**config.mk**
```make
export PLATFORM = sky130hd
export DESIGN_NAME = cook_timer_ctrl
export DESIGN_NICKNAME = d
export VERILOG_FILES = /design/src/rtl/cook_timer_ctrl_pkg.sv /design/src/rtl/bcd_entry_shift.sv /design/src/rtl/cook_timer_ctrl.sv
export SDC_FILE = /design/constraint.sdc
export NUM_CORES = 1
export LEC_CHECK = 0
export CAP_MARGIN = 20
export CORE_ASPECT_RATIO = 0.9
export CORE_UTILIZATION = 45
export DETAILED_ROUTE_END_ITERATION = 16
export DONT_BUFFER_PORTS = 1
export HOLD_SLACK_MARGIN = 0.12
export PLACE_DENSITY = 0.57
export SYNTH_ARGS = -nofsm -noshare
export SYNTH_HDL_FRONTEND = slang
export SYNTH_SLANG_ARGS = --single-unit
```
**constraint.sdc**
```tcl
create_clock -name clock -period 3.4 [get_ports clock]
set_clock_uncertainty 0.05 [all_clocks]
set_input_delay 0.34 -clock clock [delete_from_list [all_inputs] [get_ports clock]]
set_output_delay 0.34 -clock clock [all_outputs]
set_load 0.02 [all_outputs]
```
**src/rtl/cook_timer_ctrl_pkg.sv**
```systemverilog
// Shared types and constants for the microwave cook timer front panel.
// State encodings, BCD limits and the keypad digit width.
package cook_timer_ctrl_pkg;

    typedef enum logic [2:0] {
        ST_IDLE  = 3'd0,
        ST_ENTRY = 3'd1,
        ST_LOAD  = 3'd2,
        ST_COOK  = 3'd3,
        ST_PAUSE = 3'd4,
        ST_DONE  = 3'd5
    } state_t;

    localparam int              KEY_W        = 4;
    localparam logic [KEY_W-1:0] BCD_MAX      = 4'd9;
    localparam logic [KEY_W-1:0] SEC_TENS_MAX = 4'd5;

    function automatic logic is_bcd(input logic [KEY_W-1:0] d);
        return d <= BCD_MAX;
    endfunction

endpackage

```
**src/rtl/bcd_entry_shift.sv**
```systemverilog
// Keypad entry register: DIGITS BCD digits, newest digit in the LSD.
// Ports: clk/rst, i_shift (key strobe), i_clear, i_digit -> o_digit_ok, o_entry.
module bcd_entry_shift
    import cook_timer_ctrl_pkg::*;
#(
    parameter int DIGITS = 4
) (
    input  logic                    clk,
    input  logic                    rst,
    input  logic                    i_shift,
    input  logic                    i_clear,
    input  logic [KEY_W-1:0]        i_digit,
    output logic                    o_digit_ok,
    output logic [KEY_W*DIGITS-1:0] o_entry
);

    logic [KEY_W*DIGITS-1:0] r_entry;

    assign o_digit_ok = is_bcd(i_digit);
    assign o_entry    = r_entry;

    // Clear beats shift; the oldest digit falls off the MSD end.
    always_ff @(posedge clk) begin
        if (rst || i_clear) begin
            r_entry <= '0;
        end else if (i_shift && o_digit_ok) begin
            r_entry <= {r_entry[KEY_W*DIGITS-KEY_W-1:0], i_digit};
        end
    end

endmodule

```
**src/rtl/cook_timer_ctrl.sv**
```systemverilog
// Cook timer sequencer: keypad entry, load/enable of the MM:SS counter chain,
// magnetron drive, door interlock, pause/cancel and end-of-cook beep.
// In: clock, clr, tick_1hz, key_valid/key_digit, start, stop, door_closed,
//     timer_zero. Out: load_data, timer_loadn, timer_clrn, timer_en,
//     mag_on, done_beep, busy.
module cook_timer_ctrl
    import cook_timer_ctrl_pkg::*;
#(
    parameter int DIGITS    = 4,
    parameter int BEEP_SECS = 3
) (
    input  logic                    clock,
    input  logic                    clr,
    input  logic                    tick_1hz,
    input  logic                    key_valid,
    input  logic [KEY_W-1:0]        key_digit,
    input  logic                    start,
    input  logic                    stop,
    input  logic                    door_closed,
    input  logic                    timer_zero,
    output logic [KEY_W*DIGITS-1:0] load_data,
    output logic                    timer_loadn,
    output logic                    timer_clrn,
    output logic                    timer_en,
    output logic                    mag_on,
    output logic                    done_beep,
    output logic                    busy
);

    localparam int            BW        = $clog2(BEEP_SECS + 1);
    localparam logic [BW-1:0] BEEP_LAST = BW'(BEEP_SECS - 1);

    state_t r_state;
    state_t w_next;

    logic                    r_loadn;
    logic                    r_clrn;
    logic                    r_mag;
    logic                    r_beep;
    logic                    r_busy;
    logic                    r_first;
    logic [BW-1:0]           r_beep_cnt;

    logic                    w_shift;
    logic                    w_clear;
    logic                    w_clr_pulse;
    logic                    w_digit_ok;
    logic                    w_key_ok;
    logic                    w_start_ok;
    logic [KEY_W*DIGITS-1:0] w_entry;

    bcd_entry_shift #(
        .DIGITS(DIGITS)
    ) u_entry (
        .clk       (clock),
        .rst       (clr),
        .i_shift   (w_shift),
        .i_clear   (w_clear),
        .i_digit   (key_digit),
        .o_digit_ok(w_digit_ok),
        .o_entry   (w_entry)
    );

    assign w_key_ok   = key_valid && w_digit_ok;
    assign w_start_ok = start && door_closed && (w_entry != '0)
                        && (w_entry[7:4] <= SEC_TENS_MAX);

    // Combinational so the enable lines up with the tick itself.
    assign timer_en = (r_state == ST_COOK) && tick_1hz
                      && door_closed && !stop;

    always_comb begin
        w_next      = r_state;
        w_shift     = 1'b0;
        w_clear     = 1'b0;
        w_clr_pulse = 1'b0;
        unique case (r_state)
            ST_IDLE: begin
                w_shift = key_valid;
                if (w_key_ok) w_next = ST_ENTRY;
            end
            ST_ENTRY: begin
                if (stop) begin
                    w_clear     = 1'b1;
                    w_clr_pulse = 1'b1;
                    w_next      = ST_IDLE;
                end else if (w_key_ok) begin
                    w_shift = 1'b1;
                end else if (w_start_ok) begin
                    w_next = ST_LOAD;
                end
            end
            ST_LOAD: w_next = ST_COOK;
            ST_COOK: begin
                if (stop || !door_closed) begin
                    w_next = ST_PAUSE;
                end else if (timer_zero && !r_first) begin
                    // Zero flag is still settling on the first cycle.
                    w_next = ST_DONE;
                end
            end
            ST_PAUSE: begin
                if (stop) begin
                    w_clear     = 1'b1;
                    w_clr_pulse = 1'b1;
                    w_next      = ST_IDLE;
                end else if (start && door_closed) begin
                    w_next = ST_COOK;
                end
            end
            ST_DONE: begin
                if (stop || key_valid || start
                    || (tick_1hz && r_beep_cnt == BEEP_LAST)) begin
                    w_clear = 1'b1;
                    w_next  = ST_IDLE;
                end
            end
            default: w_next = ST_IDLE;
        endcase
    end

    always_ff @(posedge clock) begin
        if (clr) begin
            r_state    <= ST_IDLE;
            r_loadn    <= 1'b1;
            r_clrn     <= 1'b0;
            r_mag      <= 1'b0;
            r_beep     <= 1'b0;
            r_busy     <= 1'b0;
            r_first    <= 1'b0;
            r_beep_cnt <= '0;
        end else begin
            r_state <= w_next;
            r_loadn <= (w_next != ST_LOAD);
            r_clrn  <= !w_clr_pulse;
            r_mag   <= (w_next == ST_COOK);
            r_beep  <= (w_next == ST_DONE);
            r_busy  <= (w_next == ST_LOAD) || (w_next == ST_COOK)
                       || (w_next == ST_PAUSE);
            r_first <= (w_next == ST_COOK) && (r_state != ST_COOK);
            if (w_next == ST_DONE && r_state != ST_DONE) begin
                r_beep_cnt <= '0;
            end else if (r_state == ST_DONE && tick_1hz) begin
                r_beep_cnt <= r_beep_cnt + BW'(1);
            end
        end
    end

    assign load_data   = w_entry;
    assign timer_loadn = r_loadn;
    assign timer_clrn  = r_clrn;
    assign mag_on      = r_mag;
    assign done_beep   = r_beep;
    assign busy        = r_busy;

endmodule

```
* After elaboration in Yosys (flattened, before gate mapping)
Cells that the tools add are included.
Storage, ports and cells: flip-flop bits (word level) 27, input port bits 12, output and inout bits 22, logic and storage cells 70
Cells by class: add/subtract/negate cells 1, magnitude comparators 2, equal/unequal tests 13, multiplexer cells 17, reduce and logical (&&, ||, !) cells 28
Operators by type and width (number):
- 3-bit 2-to-1 mux | 9
- 3-bit one-hot mux with 6 select lines | 1
- 16-bit nonzero test | 1
- 1-bit logical AND | 13
- 3-bit by 2-bit equality test with 1-bit output (second input constant) | 4
- 3-bit equality test (second input constant) | 4
- 1-bit logical OR | 7
- 3-bit by 2-bit != test with 1-bit output (second input constant) | 2
- 1-bit 2-to-1 mux | 5
- 4-bit by 3-bit <= comparator with 1-bit output (second input constant) | 1
- 4-bit <= comparator (second input constant) | 1
- 1-bit zero test | 4
- 1-bit one-hot mux with 2 select lines | 2
- 2-bit OR reduction | 2
- 3-bit by 1-bit equality test with 1-bit output (second input constant) | 1
- 3-bit zero test | 1
- 3-bit != test (second input constant) | 1
- 2-bit by 1-bit adder with 2-bit output (second input constant) | 1
- 2-bit equality test (second input constant) | 1

* Logic depth before layout (Yosys ltp)
word-level depth 10, depth in mapped cells 7, mapped depth without buffers 7

* Modules after synthesis
A second synthesis with hierarchy kept.
Second synthesis, totals: cells, all modules 139, area, all modules 1262.5 um2
Modules (own cells, without submodules):
- bcd_entry_shift | instances 1, cells an instance 62, area an instance 633.1 um2, seq. area each 320.3 um2
- cook_timer_ctrl | instances 1, cells an instance 77, area an instance 629.4 um2, seq. area each 220.2 um2

* Worst setup path before layout
No wires, ideal clock.
kind reg-to-reg, start point register r_beep_cnt[0], end point register r_busy, in the netlist busy, library setup time 0.130 ns, data arrival time 1.581 ns, data required time 3.220 ns, setup slack 1.639 ns, stages on the path, launching flop included 8, path buffers 0, clock period less this slack 1.761 ns, path through dfxtp_1 > inv_1 > ha_1 > a2111oi_1 > nand3_1 > and4bb_1 > a21bo_2 > a21oi_1
On the way: cells in the longest elaborated chain, start to end 8, elaborated cells between the ends (all ways) 10, those cells by class eq/ne (4); mux (2); reduce/logical (4)
RTL lines:
- from (decl) | line cook_timer_ctrl.sv:42 | logic [BW-1:0] r_beep_cnt;
- from (signal assigned) | line cook_timer_ctrl.sv:144 | r_beep_cnt <= r_beep_cnt + BW'(1);
- 2-bit equality test * | line cook_timer_ctrl.sv:113 | || (tick_1hz && r_beep_cnt == BEEP_LAST)) begin
- 1-bit logical AND * | line cook_timer_ctrl.sv:113
- 1-bit logical OR * | line cook_timer_ctrl.sv:113
- 3-bit 2-to-1 mux * | line cook_timer_ctrl.sv:112 | if (stop || key_valid || start
- 3-bit one-hot mux with 6 select lines * | line cook_timer_ctrl.sv:77 | unique case (r_state)
- 3-bit by 2-bit equality test with 1-bit output | line cook_timer_ctrl.sv:138 | r_busy <= (w_next == ST_LOAD) || (w_next == ST_COOK)
- 1-bit logical OR | line cook_timer_ctrl.sv:138
- 1-bit logical OR * | line cook_timer_ctrl.sv:139 | || (w_next == ST_PAUSE);
- to (signal assigned) | line cook_timer_ctrl.sv:138
- to (decl) | line cook_timer_ctrl.sv:40 | logic r_busy;
Mark *: on every way between the ends. The rest lies on a longest branch, timed or not. A chain may end at the register's enable or synchronous reset.

* Worst setup path after layout
start point register r_state[0], end point output timer_en
On the way: cells in the longest elaborated chain, start to end 4
RTL lines:
- from (decl) | line cook_timer_ctrl.sv:33 | state_t r_state;
- from (signal assigned) | line cook_timer_ctrl.sv:133 | r_state <= w_next;
- 3-bit by 2-bit equality test with 1-bit output | line cook_timer_ctrl.sv:69 | assign timer_en = (r_state == ST_COOK) && tick_1hz
- 1-bit logical AND | line cook_timer_ctrl.sv:69
- 1-bit logical AND (2 in series) | line cook_timer_ctrl.sv:70 | && door_closed && !stop;
- to (decl) | line cook_timer_ctrl.sv:24 | output logic timer_en,
No other way between the ends.

==> flow_summary.ini <==
[worst_setup_path]
worstPathArrival_ns = 1.58
critPathMaxStageDelay_ns = 0.61
slowest_stage = sky130_fd_sc_hd__dfxtp_1
regToRegEndpoint = r_beep_cnt[0]
critical_path.endpoint = timer_en
worstReg2RegStart = r_beep_cnt[0]
worstSetupEndpointType = output pin
timing.critical_path.required_ns = 3.01
worst_setup_path_startpoint = r_state[0]
setup.worst_path.start_class = register
rrSetupSlack_ns = 1.47
worstSetupPathType = register to output pin
timing.critical_path.fanout_max = 13
rr_worst_depth = 7
critical_path.cell_chain = nand2_1 -> nor3_1

[job]
max_cap_violation_count = 0

[detailed_routing]
vias = 904
viasPerCell = 5.69
route.detailed.drc = 0
iter_0_drt_violations = 19
wl_per_cell_um = 15.0
detail_route.wirelength_um = 2390
drt.antenna.violating_nets = 0
drt_first_pass_iters = 4

[clock_tree]
tritoncts_clock_tree = done
cts-buffers-inserted = 3
worst_skew_pair.late_latency_ns = 0.32
clockRootBuffer = sky130_fd_sc_hd__clkbuf_4
postCtsSetupRepairBufs = 0
clock_slew_at_reported_path_ffs_ns = 0.14
clock_tree.buffer_depth = 2
htree_levels = 1
cts_num_sinks = 27

[yosys]
average_size_of_a_mapped_cell_um2 = 9.40
cell_type_with_the_largest_total_area_after_synthesis = sky130_fd_sc_hd__dfxtp_1
synth_sequential_area_ratio_pct = 45.6
number_of_enable_type_register_cells_in_the_synthesized_netlist = 0
async_flop_share_pct = 0
ys_seq_elements = 27
post_synth_inst_count = 126
syn_nets = 139
cells_taking_the_most_area_after_synthesis = sky130_fd_sc_hd__dfxtp_1, sky130_fd_sc_hd__mux2i_1, sky130_fd_sc_hd__nor2_1
mappedNetlistArea_um2 = 1180
number_of_distinct_library_cells_after_synthesis = 35
synth_top_cell_area_share_pct = 45.6
yosys_warnings = 0
yosys_most_used_dff = sky130_fd_sc_hd__dfxtp_1

[global_route]
global_route.usage.met3_pct = 6.19
gr-usage-met2_pct = 25.8
globalRoute.totalOverflow = 0
global_route.peak_usage_layer = met2
antenna_found_initial = 0
grt_first_pass_wirelength_um = 3820
first_global_vias = 829
globalRouteMet1Util_pct = 24.1
maximum_number_of_pins_on_one_net_before_global_route_repair = 17
grt.total_usage_pct = 17.3

[final_layout]
fin_nets = 145
commonest_cells_after_routing_fill_and_taps_aside = sky130_fd_sc_hd__dfxtp_1, sky130_fd_sc_hd__nor2_1, sky130_fd_sc_hd__mux2i_1
area.sequential_um2 = 541
mostFrequentLayoutCell = sky130_fd_sc_hd__dfxtp_1
layout.cells.non_filler = 159
post_route_cells_drive_above_1_share_pct = 6.87
multiInputGateArea_um2 = 573
syn_to_final_growth_pct = 6.23
layout.filler_cells = 242
finalCoreUtilization_pct = 51.0
post-route-cell-area_um2 = 1260
antenna_cells_inserted = 0

[status]
outcome = complete, no violations

[placed_design]
placedInstanceArea_um2 = 1170
place.port_buffers = 0
dpl.cell_count = 149
dp.final_hpwl_um = 1770
detailedPlace.worstSlack_ns = 1.45
place_congestion = 0.861

[floorplanning]
die_area_um2 = 2840
initial_core_util_pct = 48.0
floorplan.die.width_um = 56.1
top_level_ports = 34
die_height_um = 50.7
design.core.area_um2 = 2470
rows = 17

[hold_path]
min-delay-path-class = primary input to register
timing.hold.worst.start = stop

[timing]
final.setup.tns_ns = 0
slew_viol_final = 0
slew_headroom_pct = 45.7
final_period_minus_worst_setup_slack_ns = 1.97
grt_setup_unrepaired = false
final-setup-viol-count = 0
report.final.hold_viol_count = 0
hold_ws_ns = 0.235
final.period_utilization_pct = 57.9
tightest_slew_ns = 0.814
post-route-worst-setup-slack_ns = 1.43
fmax_ghz = 0.508

[power_and_ir_drop]
total_power_uw = 522
power_leakage_nw = 0.521
power.density_nw_per_um2 = 415
worst_vdd_ir_uv = 300
[critical path: cells and delay by family, from the launching register on]
family | cells | cell delay, ns
and+or+nand+nor | 2 | 0.65
DFF | 1 | 0.61
[logic make-up (layout without fill, tap and decap cells)]
family                   after synthesis  count (layout)  synth area share, %
AO/OA/AOI/OAI                         17              17                 9.71
XOR/XNOR                               2               2                 1.48
adder cells (fa/ha/maj)                1               1                 1.06
buffers and inverters                 10              15                 6.02
flip-flops                            27              27                 45.6
multiplexers                          16              16                 13.5
AND/OR/NAND/NOR                       53              53                 22.6
[how the worst min path moves through the flow]
stage,to,cells after the start
global route,timer_loadn,3
finish,timer_loadn,3
detailed placement,r_state[1],1
global placement,busy,1
CTS,timer_loadn,3
floorplan,timer_clrn,1
[state kept, by name, indices dropped and copies added (netlist names)]
register	count
r_first	1
timer_clrn	1
r_state	3
timer_loadn	1
mag_on	1
done_beep	1
r_beep_cnt	2
u_entry.o_entry	16
busy	1
[report_power, final]
part	leakage (nW)	switching (mW)	internal [mW]
registers	0.219	0.0151	0.323
clock network	0.0177	0.0896	0.0440
logic	0.285	0.0262	0.0243
[cell type report]
| class | instances | share of cell area [%] |
|---|---|---|
| multi-input cells | 89 | 45.5 |
| flip-flops and latches | 27 | 42.9 |
| repair buffers | 7 | 5.37 |
| well taps | 28 | 2.78 |
| clock buffers | 3 | 1.79 |
| inverters | 4 | 1.19 |
| clock inverters | 1 | 0.398 |
[synth_stat cells, types with 4 or more instances]
| cell type | n |
|---|---|
| sky130_fd_sc_hd__mux2i_1 | 16 |
| sky130_fd_sc_hd__inv_1 | 4 |
| sky130_fd_sc_hd__nor4_1 | 4 |
| sky130_fd_sc_hd__nor2_1 | 23 |
| sky130_fd_sc_hd__a21oi_1 | 5 |
| sky130_fd_sc_hd__nand3_1 | 4 |
| sky130_fd_sc_hd__nand2_1 | 4 |
| sky130_fd_sc_hd__dfxtp_1 | 27 |
| sky130_fd_sc_hd__nor3_1 | 5 |
[layer usage]
metal  up-vias  share of wire (%)
met5         -                  0
met4         0               0.71
met3         2                5.9
met2        24                 44
met1       426                 49
li1        452                  -
[what timing repair did]
item | in CTS | in global routing
gates resized for setup | 0 | 0
hold endpoints to repair | 14 | 0
hold buffers | 6 | 0
Power figures use the tool's default switching activity.
